$ cat config.mk
export PLATFORM = sky130hd
export DESIGN_NAME = nfc_command_program_page_flat
export DESIGN_NICKNAME = d
export VERILOG_FILES = /design/src/rtl/nfc_cmd_pkg.sv /design/src/rtl/nfc_command_program_page_if.sv /design/src/rtl/nfc_rb_sync.sv /design/src/rtl/nfc_command_program_page.sv /design/src/flat_wrapper.sv
export SDC_FILE = /design/constraint.sdc
export NUM_CORES = 1
export LEC_CHECK = 0
export CORE_MARGIN = 2
export CORE_UTILIZATION = 36
export CTS_BUF_LIST = sky130_fd_sc_hd__clkbuf_4 sky130_fd_sc_hd__clkbuf_8 sky130_fd_sc_hd__clkbuf_16
export CTS_CLUSTER_DIAMETER = 60
export CTS_CLUSTER_SIZE = 20
export DETAILED_ROUTE_END_ITERATION = 12
export PLACE_DENSITY_LB_ADDON = 0.12
export SYNTH_ARGS = -nofsm -noshare
export SYNTH_HDL_FRONTEND = slang
export SYNTH_SLANG_ARGS = --single-unit
$ cat constraint.sdc
create_clock -name iSystemClock -period 5.01 [get_ports iSystemClock]
set_clock_uncertainty 0.15 [all_clocks]
set_input_delay 0.501 -clock iSystemClock [delete_from_list [all_inputs] [get_ports iSystemClock]]
set_output_delay 0.501 -clock iSystemClock [all_outputs]
set_load 0.005 [all_outputs]
$ cat src/rtl/nfc_cmd_pkg.sv
// rtl/nfc_cmd_pkg.sv - shared ACG atom indices, ONFI opcodes and address packing for NFC command blocks
package nfc_cmd_pkg;

  localparam int ACG_DIS = 1;
  localparam int ACG_CAL = 3;
  localparam int ACG_DOA = 5;

  localparam logic [7:0] ACG_SEL_CAL = 8'b1 << ACG_CAL;
  localparam logic [7:0] ACG_SEL_DOA = 8'b1 << ACG_DOA;

  localparam logic [7:0] ONFI_PROG_1 = 8'h80;
  localparam logic [7:0] ONFI_PROG_2 = 8'h10;
  localparam logic [7:0] ONFI_READ_1 = 8'h00;
  localparam logic [7:0] ONFI_READ_2 = 8'h30;

  localparam logic [6:0] ACG_READY_MASK = 7'h7F;

  typedef enum logic [9:0] {
    S_RESET        = 10'h001,
    S_READY        = 10'h002,
    S_CMD_LATCH    = 10'h004,
    S_CMD1         = 10'h008,
    S_ADDR         = 10'h010,
    S_DATA         = 10'h020,
    S_CMD2         = 10'h040,
    S_WAIT_RB_LOW  = 10'h080,
    S_WAIT_RB_HIGH = 10'h100,
    S_DONE         = 10'h200
  } pp_state_e;

  // Five address cycles, low column byte goes out on the bus first.
  function automatic logic [39:0] pack_addr(input logic [15:0] col, input logic [23:0] row);
    return {col[7:0], col[15:8], row[7:0], row[15:8], row[23:16]};
  endfunction

endpackage

$ cat src/rtl/nfc_command_program_page_if.sv
// rtl/nfc_command_program_page_if.sv - shared ACG bus between a command block and the atom command generator
interface nfc_command_program_page_if #(
  parameter int NumberOfWays = 4
);
  logic [7:0]              oACG_Command;
  logic [2:0]              oACG_CommandOption;
  logic [7:0]              iACG_Ready;
  logic [7:0]              iACG_LastStep;
  logic [NumberOfWays-1:0] oACG_TargetWay;
  logic [15:0]             oACG_NumOfData;
  logic                    oACG_CASelect;
  logic [39:0]             oACG_CAData;
  logic [15:0]             oACG_WriteData;
  logic                    oACG_WriteLast;
  logic                    oACG_WriteValid;
  logic                    iACG_WriteReady;
  logic [NumberOfWays-1:0] iACG_ReadyBusy;

  modport master (
    output oACG_Command, oACG_CommandOption, oACG_TargetWay, oACG_NumOfData,
           oACG_CASelect, oACG_CAData, oACG_WriteData, oACG_WriteLast, oACG_WriteValid,
    input  iACG_Ready, iACG_LastStep, iACG_WriteReady, iACG_ReadyBusy
  );

  modport slave (
    input  oACG_Command, oACG_CommandOption, oACG_TargetWay, oACG_NumOfData,
           oACG_CASelect, oACG_CAData, oACG_WriteData, oACG_WriteLast, oACG_WriteValid,
    output iACG_Ready, iACG_LastStep, iACG_WriteReady, iACG_ReadyBusy
  );
endinterface

$ cat src/rtl/nfc_rb_sync.sv
// rtl/nfc_rb_sync.sv - way-masked two-flop R/B# synchronizer with OR reduce (1 = ready)
module nfc_rb_sync #(
  parameter int WAYS = 4
) (
  input  logic            clk,
  input  logic            rst,
  input  logic [WAYS-1:0] way_mask,
  input  logic [WAYS-1:0] ready_busy,
  output logic            way_rb
);
  logic [WAYS-1:0] rb_q, rb_d;
  logic            way_rb_q, way_rb_d;

  always_comb begin
    rb_d     = way_mask & ready_busy;
    way_rb_d = |rb_q;
  end

  always_ff @(posedge clk or posedge rst) begin
    if (rst) begin
      rb_q     <= '0;
      way_rb_q <= 1'b0;
    end else begin
      rb_q     <= rb_d;
      way_rb_q <= way_rb_d;
    end
  end

  assign way_rb = way_rb_q;
endmodule

$ cat src/rtl/nfc_command_program_page.sv
// rtl/nfc_command_program_page.sv - ONFI PAGE PROGRAM command FSM (80h, 5 addr, data burst, 10h, R/B# wait)
module nfc_command_program_page
  import nfc_cmd_pkg::*;
#(
  parameter int          NumberOfWays = 4,
  parameter logic [5:0]  CommandID    = 6'b000110,
  parameter logic [4:0]  TargetID     = 5'b00101,
  parameter logic [15:0] RBLowTimeout = 16'd64
) (
  input  logic                    iSystemClock,
  input  logic                    iReset,
  input  logic [5:0]              iOpcode,
  input  logic [4:0]              iTargetID,
  input  logic [15:0]             iLength,
  input  logic                    iCMDValid,
  output logic                    oCMDReady,
  input  logic [NumberOfWays-1:0] iWaySelect,
  input  logic [15:0]             iColAddress,
  input  logic [23:0]             iRowAddress,
  output logic                    oStart,
  output logic                    oLastStep,
  input  logic [15:0]             iWriteData,
  input  logic                    iWriteLast,
  input  logic                    iWriteValid,
  output logic                    oWriteReady,
  nfc_command_program_page_if.master acg
);
  pp_state_e               state_q, state_d;
  logic                    cmd_ready_q, cmd_ready_d;
  logic                    last_step_q, last_step_d;
  logic [7:0]              command_q, command_d;
  logic [NumberOfWays-1:0] target_way_q, target_way_d;
  logic [15:0]             num_data_q, num_data_d;
  logic                    ca_sel_q, ca_sel_d;
  logic [39:0]             ca_data_q, ca_data_d;
  logic [15:0]             length_q, length_d;
  logic [15:0]             col_q, col_d;
  logic [23:0]             row_q, row_d;
  logic [15:0]             tmo_cnt_q, tmo_cnt_d;
  logic                    way_rb, cal_done, doa_done, in_data;
  logic                    unused_ok;

  assign cal_done = acg.iACG_LastStep[ACG_CAL];
  assign doa_done = acg.iACG_LastStep[ACG_DOA];
  assign in_data  = (state_q == S_DATA);
  assign oStart   = (iOpcode == CommandID) && iCMDValid;

  nfc_rb_sync #(.WAYS(NumberOfWays)) u_rb_sync (
    .clk        (iSystemClock),
    .rst        (iReset),
    .way_mask   (target_way_q),
    .ready_busy (acg.iACG_ReadyBusy),
    .way_rb     (way_rb)
  );

  always_comb begin
    state_d = state_q;
    case (state_q)
      S_RESET:        state_d = S_READY;
      S_READY:        if (oStart) state_d = S_CMD_LATCH;
      S_CMD_LATCH:    state_d = S_CMD1;
      S_CMD1:         if (cal_done) state_d = S_ADDR;
      S_ADDR:         if (cal_done) state_d = S_DATA;
      S_DATA:         if (doa_done) state_d = S_CMD2;
      S_CMD2:         if (cal_done) state_d = S_WAIT_RB_LOW;
      // A missed busy pulse falls through on timeout to the same wait-for-ready state.
      S_WAIT_RB_LOW:  if (!way_rb || (tmo_cnt_q == RBLowTimeout - 16'd1)) state_d = S_WAIT_RB_HIGH;
      S_WAIT_RB_HIGH: if (way_rb) state_d = S_DONE;
      S_DONE:         state_d = S_READY;
      default:        state_d = S_RESET;
    endcase
  end

  always_comb begin
    cmd_ready_d  = (state_d == S_READY);
    last_step_d  = (state_d == S_DONE);
    target_way_d = (state_q == S_READY) ? iWaySelect : target_way_q;
    length_d     = (state_q == S_CMD_LATCH) ? iLength     : length_q;
    col_d        = (state_q == S_CMD_LATCH) ? iColAddress : col_q;
    row_d        = (state_q == S_CMD_LATCH) ? iRowAddress : row_q;
    tmo_cnt_d    = (state_q == S_WAIT_RB_LOW) ? tmo_cnt_q + 16'd1 : 16'd0;
    command_d    = 8'h00;
    ca_sel_d     = ca_sel_q;
    ca_data_d    = ca_data_q;
    num_data_d   = num_data_q;
    // Atom outputs are decoded from the next state so they appear with the state itself.
    case (state_d)
      S_READY: begin
        ca_sel_d   = 1'b1;
        ca_data_d  = 40'h0;
        num_data_d = 16'd0;
      end
      S_CMD1: begin
        command_d  = ACG_SEL_CAL;
        ca_sel_d   = 1'b1;
        ca_data_d  = {ONFI_PROG_1, 32'h0};
        num_data_d = 16'd0;
      end
      S_ADDR: begin
        command_d  = ACG_SEL_CAL;
        ca_sel_d   = 1'b0;
        ca_data_d  = pack_addr(col_q, row_q);
        num_data_d = 16'd4;
      end
      S_DATA: begin
        command_d  = ACG_SEL_DOA;
        ca_sel_d   = 1'b0;
        num_data_d = length_q;
      end
      S_CMD2: begin
        command_d  = ACG_SEL_CAL;
        ca_sel_d   = 1'b1;
        ca_data_d  = {ONFI_PROG_2, 32'h0};
        num_data_d = 16'd0;
      end
      default: ;
    endcase
  end

  always_ff @(posedge iSystemClock or posedge iReset) begin
    if (iReset) begin
      state_q      <= S_RESET;
      cmd_ready_q  <= 1'b1;
      last_step_q  <= 1'b0;
      command_q    <= 8'h00;
      target_way_q <= '0;
      num_data_q   <= 16'd0;
      ca_sel_q     <= 1'b1;
      ca_data_q    <= 40'h0;
      length_q     <= 16'd0;
      col_q        <= 16'd0;
      row_q        <= 24'd0;
      tmo_cnt_q    <= 16'd0;
    end else begin
      state_q      <= state_d;
      cmd_ready_q  <= cmd_ready_d;
      last_step_q  <= last_step_d;
      command_q    <= command_d;
      target_way_q <= target_way_d;
      num_data_q   <= num_data_d;
      ca_sel_q     <= ca_sel_d;
      ca_data_q    <= ca_data_d;
      length_q     <= length_d;
      col_q        <= col_d;
      row_q        <= row_d;
      tmo_cnt_q    <= tmo_cnt_d;
    end
  end

  assign oCMDReady              = cmd_ready_q;
  assign oLastStep              = last_step_q;
  assign acg.oACG_Command       = command_q;
  assign acg.oACG_CommandOption = 3'b000;
  assign acg.oACG_TargetWay     = target_way_q;
  assign acg.oACG_NumOfData     = num_data_q;
  assign acg.oACG_CASelect      = ca_sel_q;
  assign acg.oACG_CAData        = ca_data_q;
  assign acg.oACG_WriteData     = iWriteData;
  assign acg.oACG_WriteLast     = iWriteLast;
  assign acg.oACG_WriteValid    = iWriteValid & in_data;
  assign oWriteReady            = acg.iACG_WriteReady & in_data;

  assign unused_ok = ^{iTargetID, TargetID, acg.iACG_Ready, acg.iACG_LastStep[7:6],
                       acg.iACG_LastStep[4], acg.iACG_LastStep[2:0]};
endmodule
$ cat src/flat_wrapper.sv
// flat-port wrapper written by rule: the top's interface ports become plain ports
module nfc_command_program_page_flat import nfc_cmd_pkg::*;
#(
  parameter int          NumberOfWays = 4,
  parameter logic [5:0]  CommandID    = 6'b000110,
  parameter logic [4:0]  TargetID     = 5'b00101,
  parameter logic [15:0] RBLowTimeout = 16'd64
)
  (iSystemClock, iReset, iOpcode, iTargetID, iLength, iCMDValid, oCMDReady, iWaySelect, iColAddress, iRowAddress, oStart, oLastStep, iWriteData, iWriteLast, iWriteValid, oWriteReady, acg_oACG_Command, acg_oACG_CommandOption, acg_oACG_TargetWay, acg_oACG_NumOfData, acg_oACG_CASelect, acg_oACG_CAData, acg_oACG_WriteData, acg_oACG_WriteLast, acg_oACG_WriteValid, acg_iACG_Ready, acg_iACG_LastStep, acg_iACG_WriteReady, acg_iACG_ReadyBusy);
  nfc_command_program_page_if #(.NumberOfWays(NumberOfWays)) acg_i ();
  input  logic iSystemClock;
  input  logic iReset;
  input  logic [5:0] iOpcode;
  input  logic [4:0] iTargetID;
  input  logic [15:0] iLength;
  input  logic iCMDValid;
  output logic oCMDReady;
  input  logic [NumberOfWays-1:0] iWaySelect;
  input  logic [15:0] iColAddress;
  input  logic [23:0] iRowAddress;
  output logic oStart;
  output logic oLastStep;
  input  logic [15:0] iWriteData;
  input  logic iWriteLast;
  input  logic iWriteValid;
  output logic oWriteReady;
  output wire logic [$bits(acg_i.oACG_Command)-1:0] acg_oACG_Command;
  output wire logic [$bits(acg_i.oACG_CommandOption)-1:0] acg_oACG_CommandOption;
  output wire logic [$bits(acg_i.oACG_TargetWay)-1:0] acg_oACG_TargetWay;
  output wire logic [$bits(acg_i.oACG_NumOfData)-1:0] acg_oACG_NumOfData;
  output wire logic [$bits(acg_i.oACG_CASelect)-1:0] acg_oACG_CASelect;
  output wire logic [$bits(acg_i.oACG_CAData)-1:0] acg_oACG_CAData;
  output wire logic [$bits(acg_i.oACG_WriteData)-1:0] acg_oACG_WriteData;
  output wire logic [$bits(acg_i.oACG_WriteLast)-1:0] acg_oACG_WriteLast;
  output wire logic [$bits(acg_i.oACG_WriteValid)-1:0] acg_oACG_WriteValid;
  input wire logic [$bits(acg_i.iACG_Ready)-1:0] acg_iACG_Ready;
  input wire logic [$bits(acg_i.iACG_LastStep)-1:0] acg_iACG_LastStep;
  input wire logic [$bits(acg_i.iACG_WriteReady)-1:0] acg_iACG_WriteReady;
  input wire logic [$bits(acg_i.iACG_ReadyBusy)-1:0] acg_iACG_ReadyBusy;
  assign acg_oACG_Command = acg_i.oACG_Command;
  assign acg_oACG_CommandOption = acg_i.oACG_CommandOption;
  assign acg_oACG_TargetWay = acg_i.oACG_TargetWay;
  assign acg_oACG_NumOfData = acg_i.oACG_NumOfData;
  assign acg_oACG_CASelect = acg_i.oACG_CASelect;
  assign acg_oACG_CAData = acg_i.oACG_CAData;
  assign acg_oACG_WriteData = acg_i.oACG_WriteData;
  assign acg_oACG_WriteLast = acg_i.oACG_WriteLast;
  assign acg_oACG_WriteValid = acg_i.oACG_WriteValid;
  assign acg_i.iACG_Ready = acg_iACG_Ready;
  assign acg_i.iACG_LastStep = acg_iACG_LastStep;
  assign acg_i.iACG_WriteReady = acg_iACG_WriteReady;
  assign acg_i.iACG_ReadyBusy = acg_iACG_ReadyBusy;
  nfc_command_program_page #(.NumberOfWays(NumberOfWays), .CommandID(CommandID), .TargetID(TargetID), .RBLowTimeout(RBLowTimeout)) u_core (.iSystemClock(iSystemClock), .iReset(iReset), .iOpcode(iOpcode), .iTargetID(iTargetID), .iLength(iLength), .iCMDValid(iCMDValid), .oCMDReady(oCMDReady), .iWaySelect(iWaySelect), .iColAddress(iColAddress), .iRowAddress(iRowAddress), .oStart(oStart), .oLastStep(oLastStep), .iWriteData(iWriteData), .iWriteLast(iWriteLast), .iWriteValid(iWriteValid), .oWriteReady(oWriteReady), .acg(acg_i));
endmodule
==> metrics.cfg <==
[sta]
slew_violations = 0
period_minus_slack_ps = 3120
period_share = 0.622
finalSetupViolCount = 0
totalNegativeSetupSlack_ps = 0
slew_headroom = 0.281
clock.fmax_mhz = 321
hold_viol_final = 0
rsz0062_at_grt = no
worstMarginPinSlew_ps = 1070

[power]
vdd_ir_drop_max_mv = 0.229
cellPowerDensity_nw_per_um2 = 372
power.total_w = 0.00316
leakagePower_nw = 3.51

[synthesis]
synth_cell_types = 53
synth_cells = 546
synth_xor_area_frac = 0.0180
synth_top_area_share = 0.589
synthSimpleGateAreaFrac = 0.136
async_flop_share = 1.00
ys.flop_type = dfrtp_1
yosysSeqAreaShare = 0.602
syn_area_per_cell_um2 = 11.6
synthMuxAreaShare = 0.107
synth_top_family_by_area = simple AND/OR/NAND/NOR gates
yosys_register_bits = 152
synth-compound-area-share = 0.0787
yosysWarnings = 0
synth_edf_count = 0
netlist_top_cells_area = dfrtp_1 59%, mux2_2 11%, nand2_1 5.0%
synth_top_cell_by_area = dfrtp_1
netlist_area_um2 = 6330
synthAdderAreaFrac = 0.00198

[setup_path]
crit_slowest_cell = or4_4
cp-end-kind = output pin
max_stage_delay_ps = 530
cp.required_ps = 4360
crit_path_start_kind = register
crit_arrival_ps = 2470
path_cells = or4_4, nor3_1, and4_1, clkdlybuf4s50_1
critPathKind = register to output pin
critPathMaxFanout = 6

[clock_tree]
cts.sinks = 152
cts_tree = yes
clk_latency_ps = 420
cts-resized-gates = 0
post-cts-setup-buffers = 0
numCtsBuffers = 17
clk_pin_slew_ps = 60
root_buffer = clkbuf_16
clk_path_buf_depth = 2
hold_buffers = 0
htree_levels = 4

[place]
post-dp-hpwl_um = 9390
dp.cells = 875
port_buffers = 144
gp_congestion = 0.774

[die]
design.die.area_um2 = 18700
core_um2 = 17200
chipWidth_um = 137
io_pins = 207
start_util = 0.367
die-height_um = 137
row_count = 48

[route]
drt_first_pass_iters = 4
first_iter_violations = 256
vias = 4472
via_per_inst = 4.93
wl_um = 14600
ant_nets = 0
drcViolationCount = 0
detail_route.wl_per_cell_um = 16.1

[global_route]
antenna_found_initial = 0
grt_usage = 0.166
first_global_vias = 4589
grt-ovfl-total = 0
grt_pass1_wl_um = 23800
grt_start_max_net_pins = 67

[cells_and_area]
regArea_um2 = 3810
layout-drive-gt1-share = 0.166
n_fill_cell = 1551
nets = 783
multi_input_area_um2 = 2220
final_cell_count_no_fill = 907
syn_to_final_growth_pct = 34.2
antenna_cells = 0

[hold_path]
hp-class = register to register

[flow_run]
max-cap-violations = 0

[run_status]
status = complete, no violations

## report_power, final
group	total, W	switching, W	internal (W)
combinational	0.000436	0.000243	0.000193
clock	0.00138	0.000516	0.000866
sequential	0.00134	0.0000411	0.00130
total	0.00316	0.000800	0.00236
## worst max-delay path, delay by kind of cell (launching register included)
kind	cells	cell delay (ps)
DFF	1	450
buffers and inverters	1	500
and+or+nand+nor	3	1110
## area by class of cell
cell class,instances,area share
sequential,152,0.448
timing repair buffer,151,0.176
inverter,11,0.00545
clock inverter,13,0.0225
multi-input combinational,336,0.261
tap,225,0.0332
clock buffer,19,0.0533
## cell usage after synthesis, types with 2 or more instances
cell type	count
o22ai_1	2
nor2b_1	3
mux2_2	60
xnor2_1	10
inv_1	10
nor4_1	6
nand3_1	12
or3_1	6
and4_1	2
nor3_1	9
xor2_1	3
and2_1	4
nor3b_1	2
dfstp_2	3
dfrtp_1	149
clkbuf_1	25
o21ai_0	44
a21oi_1	6
nor2_1	29
nand3b_1	2
nand2_1	85
a32o_1	15
buf_4	26
nor4b_1	2
nor4_4	2
o31ai_1	2
## state kept, by name (all words and copies together), names as in the netlist
| signal | flops |
|---|---|
| u_core.acg.oACG_NumOfData | 16 |
| u_core.length_q | 16 |
| u_core.oLastStep | 1 |
| u_core.u_rb_sync.way_rb | 1 |
| u_core.row_q | 24 |
| u_core.acg.oACG_CAData | 40 |
| u_core.tmo_cnt_q | 16 |
| u_core.acg.oACG_Command | 2 |
| u_core.acg.oACG_CASelect | 1 |
| u_core.u_rb_sync.rb_q | 4 |
| u_core.col_q | 16 |
| u_core.state_q | 10 |
| u_core.oCMDReady | 1 |
| u_core.acg.oACG_TargetWay | 4 |
## cell usage in the layout, fill, tap and decap left out, drive strengths merged, types with 10 or more instances in the layout
cell / Yosys / routed
mux2: 60 / 60
inv: 10 / 14
clkbuf: 26 / 19
xnor2: 10 / 10
nand2: 85 / 85
clkdlybuf4s50: 0 / 144
a32o: 15 / 15
nor2: 30 / 30
nand3: 12 / 12
dfrtp: 149 / 149
o21ai: 45 / 45
## per-stage QoR
step           setup WS (ps)  utilization  hold slack (ps)  area (um^2)
2_1_floorplan            271            -              258         6360
3_3_place_gp            1890        0.455              276         7850
3_5_place_dp            1860        0.455              277         7850
4_1_cts                 1900        0.493              299         8490
5_1_grt                 1710        0.493              328         8490
6_report                1890        0.493              292         8490
## routing by layer
layer	global-route usage	share of wire	vias to the layer above
met5	0	0	-
met4	0.0544	0.011	0
met3	0.0641	0.069	17
met2	0.254	0.48	120
met1	0.216	0.44	2240
li1	-	-	2095
## cell families after synthesis
family | after synthesis
adders and majority gates | 1
DFF | 152
and+or+nand+nor | 175
other | 1
AOI/OAI and AO/OA | 78
xor gates and xnor gates | 13
buffers and inverters | 66
muxes | 60
## path summary, 6_finish.rpt
| path | cells after the start | to | slack (ps) | start |
|---|---|---|---|---|
| max | 4 | acg_oACG_WriteValid | 1890 | u_core.state_q[2] |
| min | 1 | u_core.u_rb_sync.way_rb | 290 | u_core.u_rb_sync.rb_q[2] |
| max reg2reg | 3 | u_core.row_q[4] | 2030 | u_core.state_q[6] |
| min reg2reg | 1 | u_core.u_rb_sync.way_rb | 290 | u_core.u_rb_sync.rb_q[2] |
| max in group asynchronous | 3 | u_core.col_q[1] | 3260 | iReset |
| min in group asynchronous | 2 | u_core.row_q[16] | 380 | iReset |
Power figures use the tool's default switching activity.
==> edit (same flow settings) <==
Take the reset off `num_data_q` and load it in a clocked block of its own.
--- a/src/rtl/nfc_command_program_page.sv
+++ b/src/rtl/nfc_command_program_page.sv
@@ -125,5 +125,4 @@
       command_q    <= 8'h00;
       target_way_q <= '0;
-      num_data_q   <= 16'd0;
       ca_sel_q     <= 1'b1;
       ca_data_q    <= 40'h0;
@@ -138,5 +137,4 @@
       command_q    <= command_d;
       target_way_q <= target_way_d;
-      num_data_q   <= num_data_d;
       ca_sel_q     <= ca_sel_d;
       ca_data_q    <= ca_data_d;
@@ -146,4 +144,8 @@
       tmo_cnt_q    <= tmo_cnt_d;
     end
+  end
+
+  always_ff @(posedge iSystemClock) begin
+    num_data_q <= num_data_d;
   end
 
Function: changed (Yosys sat finds a counterexample within 10 cycles, from zero or initial values and one cycle with iReset high; the reset may be asserted at any time).
==> edit against the original RTL <==
The run now ends with DRC left. Count of clock-buffer cells in the layout grew 2. Final area increased by 2.1%. Wire length rose by 4.4%. First-iteration DRC count stayed put. Largest power group is now registers. Non-clock buffer count down 3. Setup slack worse by 0.28 ns. Fmax shrank 8.2%. Area after synthesis grew 5.5%. Total power grew 5.0%. Sequential cell count unchanged.
==> edit: results (changes against the original RTL) <==
<table>
<tr><th>Metric</th><th>Value</th></tr>
<tr><th colspan="2">Run status</th></tr>
<tr><td>Result of the run</td><td>complete, but fails checks (was finished, final reports clean)</td></tr>
<tr><td>Violated checks</td><td>DRC</td></tr>
<tr><th colspan="2">Layout</th></tr>
<tr><td>Fillers</td><td>1,613 (was 1,551)</td></tr>
<tr><td>Non-Clock Buffer Area Fraction</td><td>17.0% (was 17.6%)</td></tr>
<tr><td>Clock-cell share of area</td><td>6.91% (was 7.59%)</td></tr>
<tr><td>Multi-Input Combinational</td><td>342 (was 336)</td></tr>
<tr><td>Non-clock inverter count in the final layout</td><td>10 (was 11)</td></tr>
<tr><th colspan="2">Setup path</th></tr>
<tr><td>Worst-path maximum fanout</td><td>42 (was 6)</td></tr>
<tr><td>CP arrival</td><td>3.29 ns (was 2.47 ns)</td></tr>
<tr><td>Slowest stage cell, crit path</td><td>nor4_4 (was or4_4)</td></tr>
<tr><td>Crit path launch</td><td>u_core.state_q[9]$_DFF_PP0_ (was u_core.state_q[2]$_DFF_PP0_)</td></tr>
<tr><th colspan="2">Synthesis</th></tr>
<tr><td>Post-synth EDFFs</td><td>16 (was 0)</td></tr>
<tr><td>Asr flop ratio synth</td><td>89.5% (was 100%)</td></tr>
<tr><td>Compound-cell area share of the yosys netlist</td><td>8.46% (was 7.87%)</td></tr>
<tr><td>Cell types with the largest area share after synthesis</td><td>dfrtp_1 50%, mux2_2 10%, edfxtp_1 7.2% (was dfrtp_1 59%, mux2_2 11%, nand2_1 5.0%)</td></tr>
<tr><td>Synth top cells by count</td><td>133 x dfrtp_1, 84 x nand2_1, 60 x mux2_2, 44 x o31ai_1, 28 x buf_4 (was 149 x dfrtp_1, 85 x nand2_1, 60 x mux2_2, 44 x o21ai_0, 29 x nor2_1)</td></tr>
<tr><td>Gate Count Post-Synth</td><td>555 (was 546)</td></tr>
<tr><td>Synthesized-area fraction occupied by xor and xnor cells</td><td>1.71% (was 1.80%)</td></tr>
<tr><th colspan="2">Routing</th></tr>
<tr><td>Average routed wire per standard cell</td><td>16.7 microns (was 16.1 microns)</td></tr>
<tr><td>DRC violation count after routing</td><td>8 (was 0)</td></tr>
<tr><td>Wire length on met1</td><td>6.53 mm (was 6.48 mm)</td></tr>
<tr><th colspan="2">Placement</th></tr>
<tr><td>DP Wirelength</td><td>9.75 mm (was 9.39 mm)</td></tr>
<tr><td>Cell total after placement</td><td>881 (was 875)</td></tr>
<tr><td>Placement Setup Slack</td><td>1.50 ns (was 1.86 ns)</td></tr>
<tr><th colspan="2">Power and ir drop</th></tr>
<tr><td>Clock Power Share</td><td>38.4% (was 43.7%)</td></tr>
<tr><td>Relative contribution of combinational cells to total power</td><td>17.1% (was 13.8%)</td></tr>
<tr><td>Power of the combinational group</td><td>0.567 mW (was 0.436 mW)</td></tr>
<tr><td>Worst ir drop on vdd</td><td>0.225 mV (was 0.229 mV)</td></tr>
<tr><th colspan="2">Global route</th></tr>
<tr><td>Met2 capacity usage during global routing</td><td>27.1% (was 25.4%)</td></tr>
</table>
edit: cell types whose count changed in the layout (fill, tap and decap cells not counted), sizes merged, moves of 4 or more:
cell	unedited run	this run
dfrtp	149	133
o31ai	2	44
nand4	1	8
or3	7	1
nor2	30	21
nor4	9	5
a32o	15	0
xnor2	10	2
nor3	9	4
o21ai	45	6
edfxtp	0	16
and3	1	5
xor2	3	11
and2	4	25
edit: path summary, 6_finish.rpt:
kind                                                           to  slack (ns)  cells past startpoint
setup / recovery           u_core.acg.oACG_NumOfData[8]$_DFFE_PP_        1.61                      5
hold / removal                  u_core.u_rb_sync.way_rb$_DFF_PP0_        0.29                      1
setup reg to reg           u_core.acg.oACG_NumOfData[8]$_DFFE_PP_        1.61                      5
hold reg to reg                 u_core.u_rb_sync.way_rb$_DFF_PP0_        0.29                      1
max in group asynchronous    u_core.acg.oACG_CASelect$_DFFE_PP1P_        3.14                      3
min in group asynchronous  u_core.acg.oACG_CAData[23]$_DFFE_PP0P_        0.52                      2
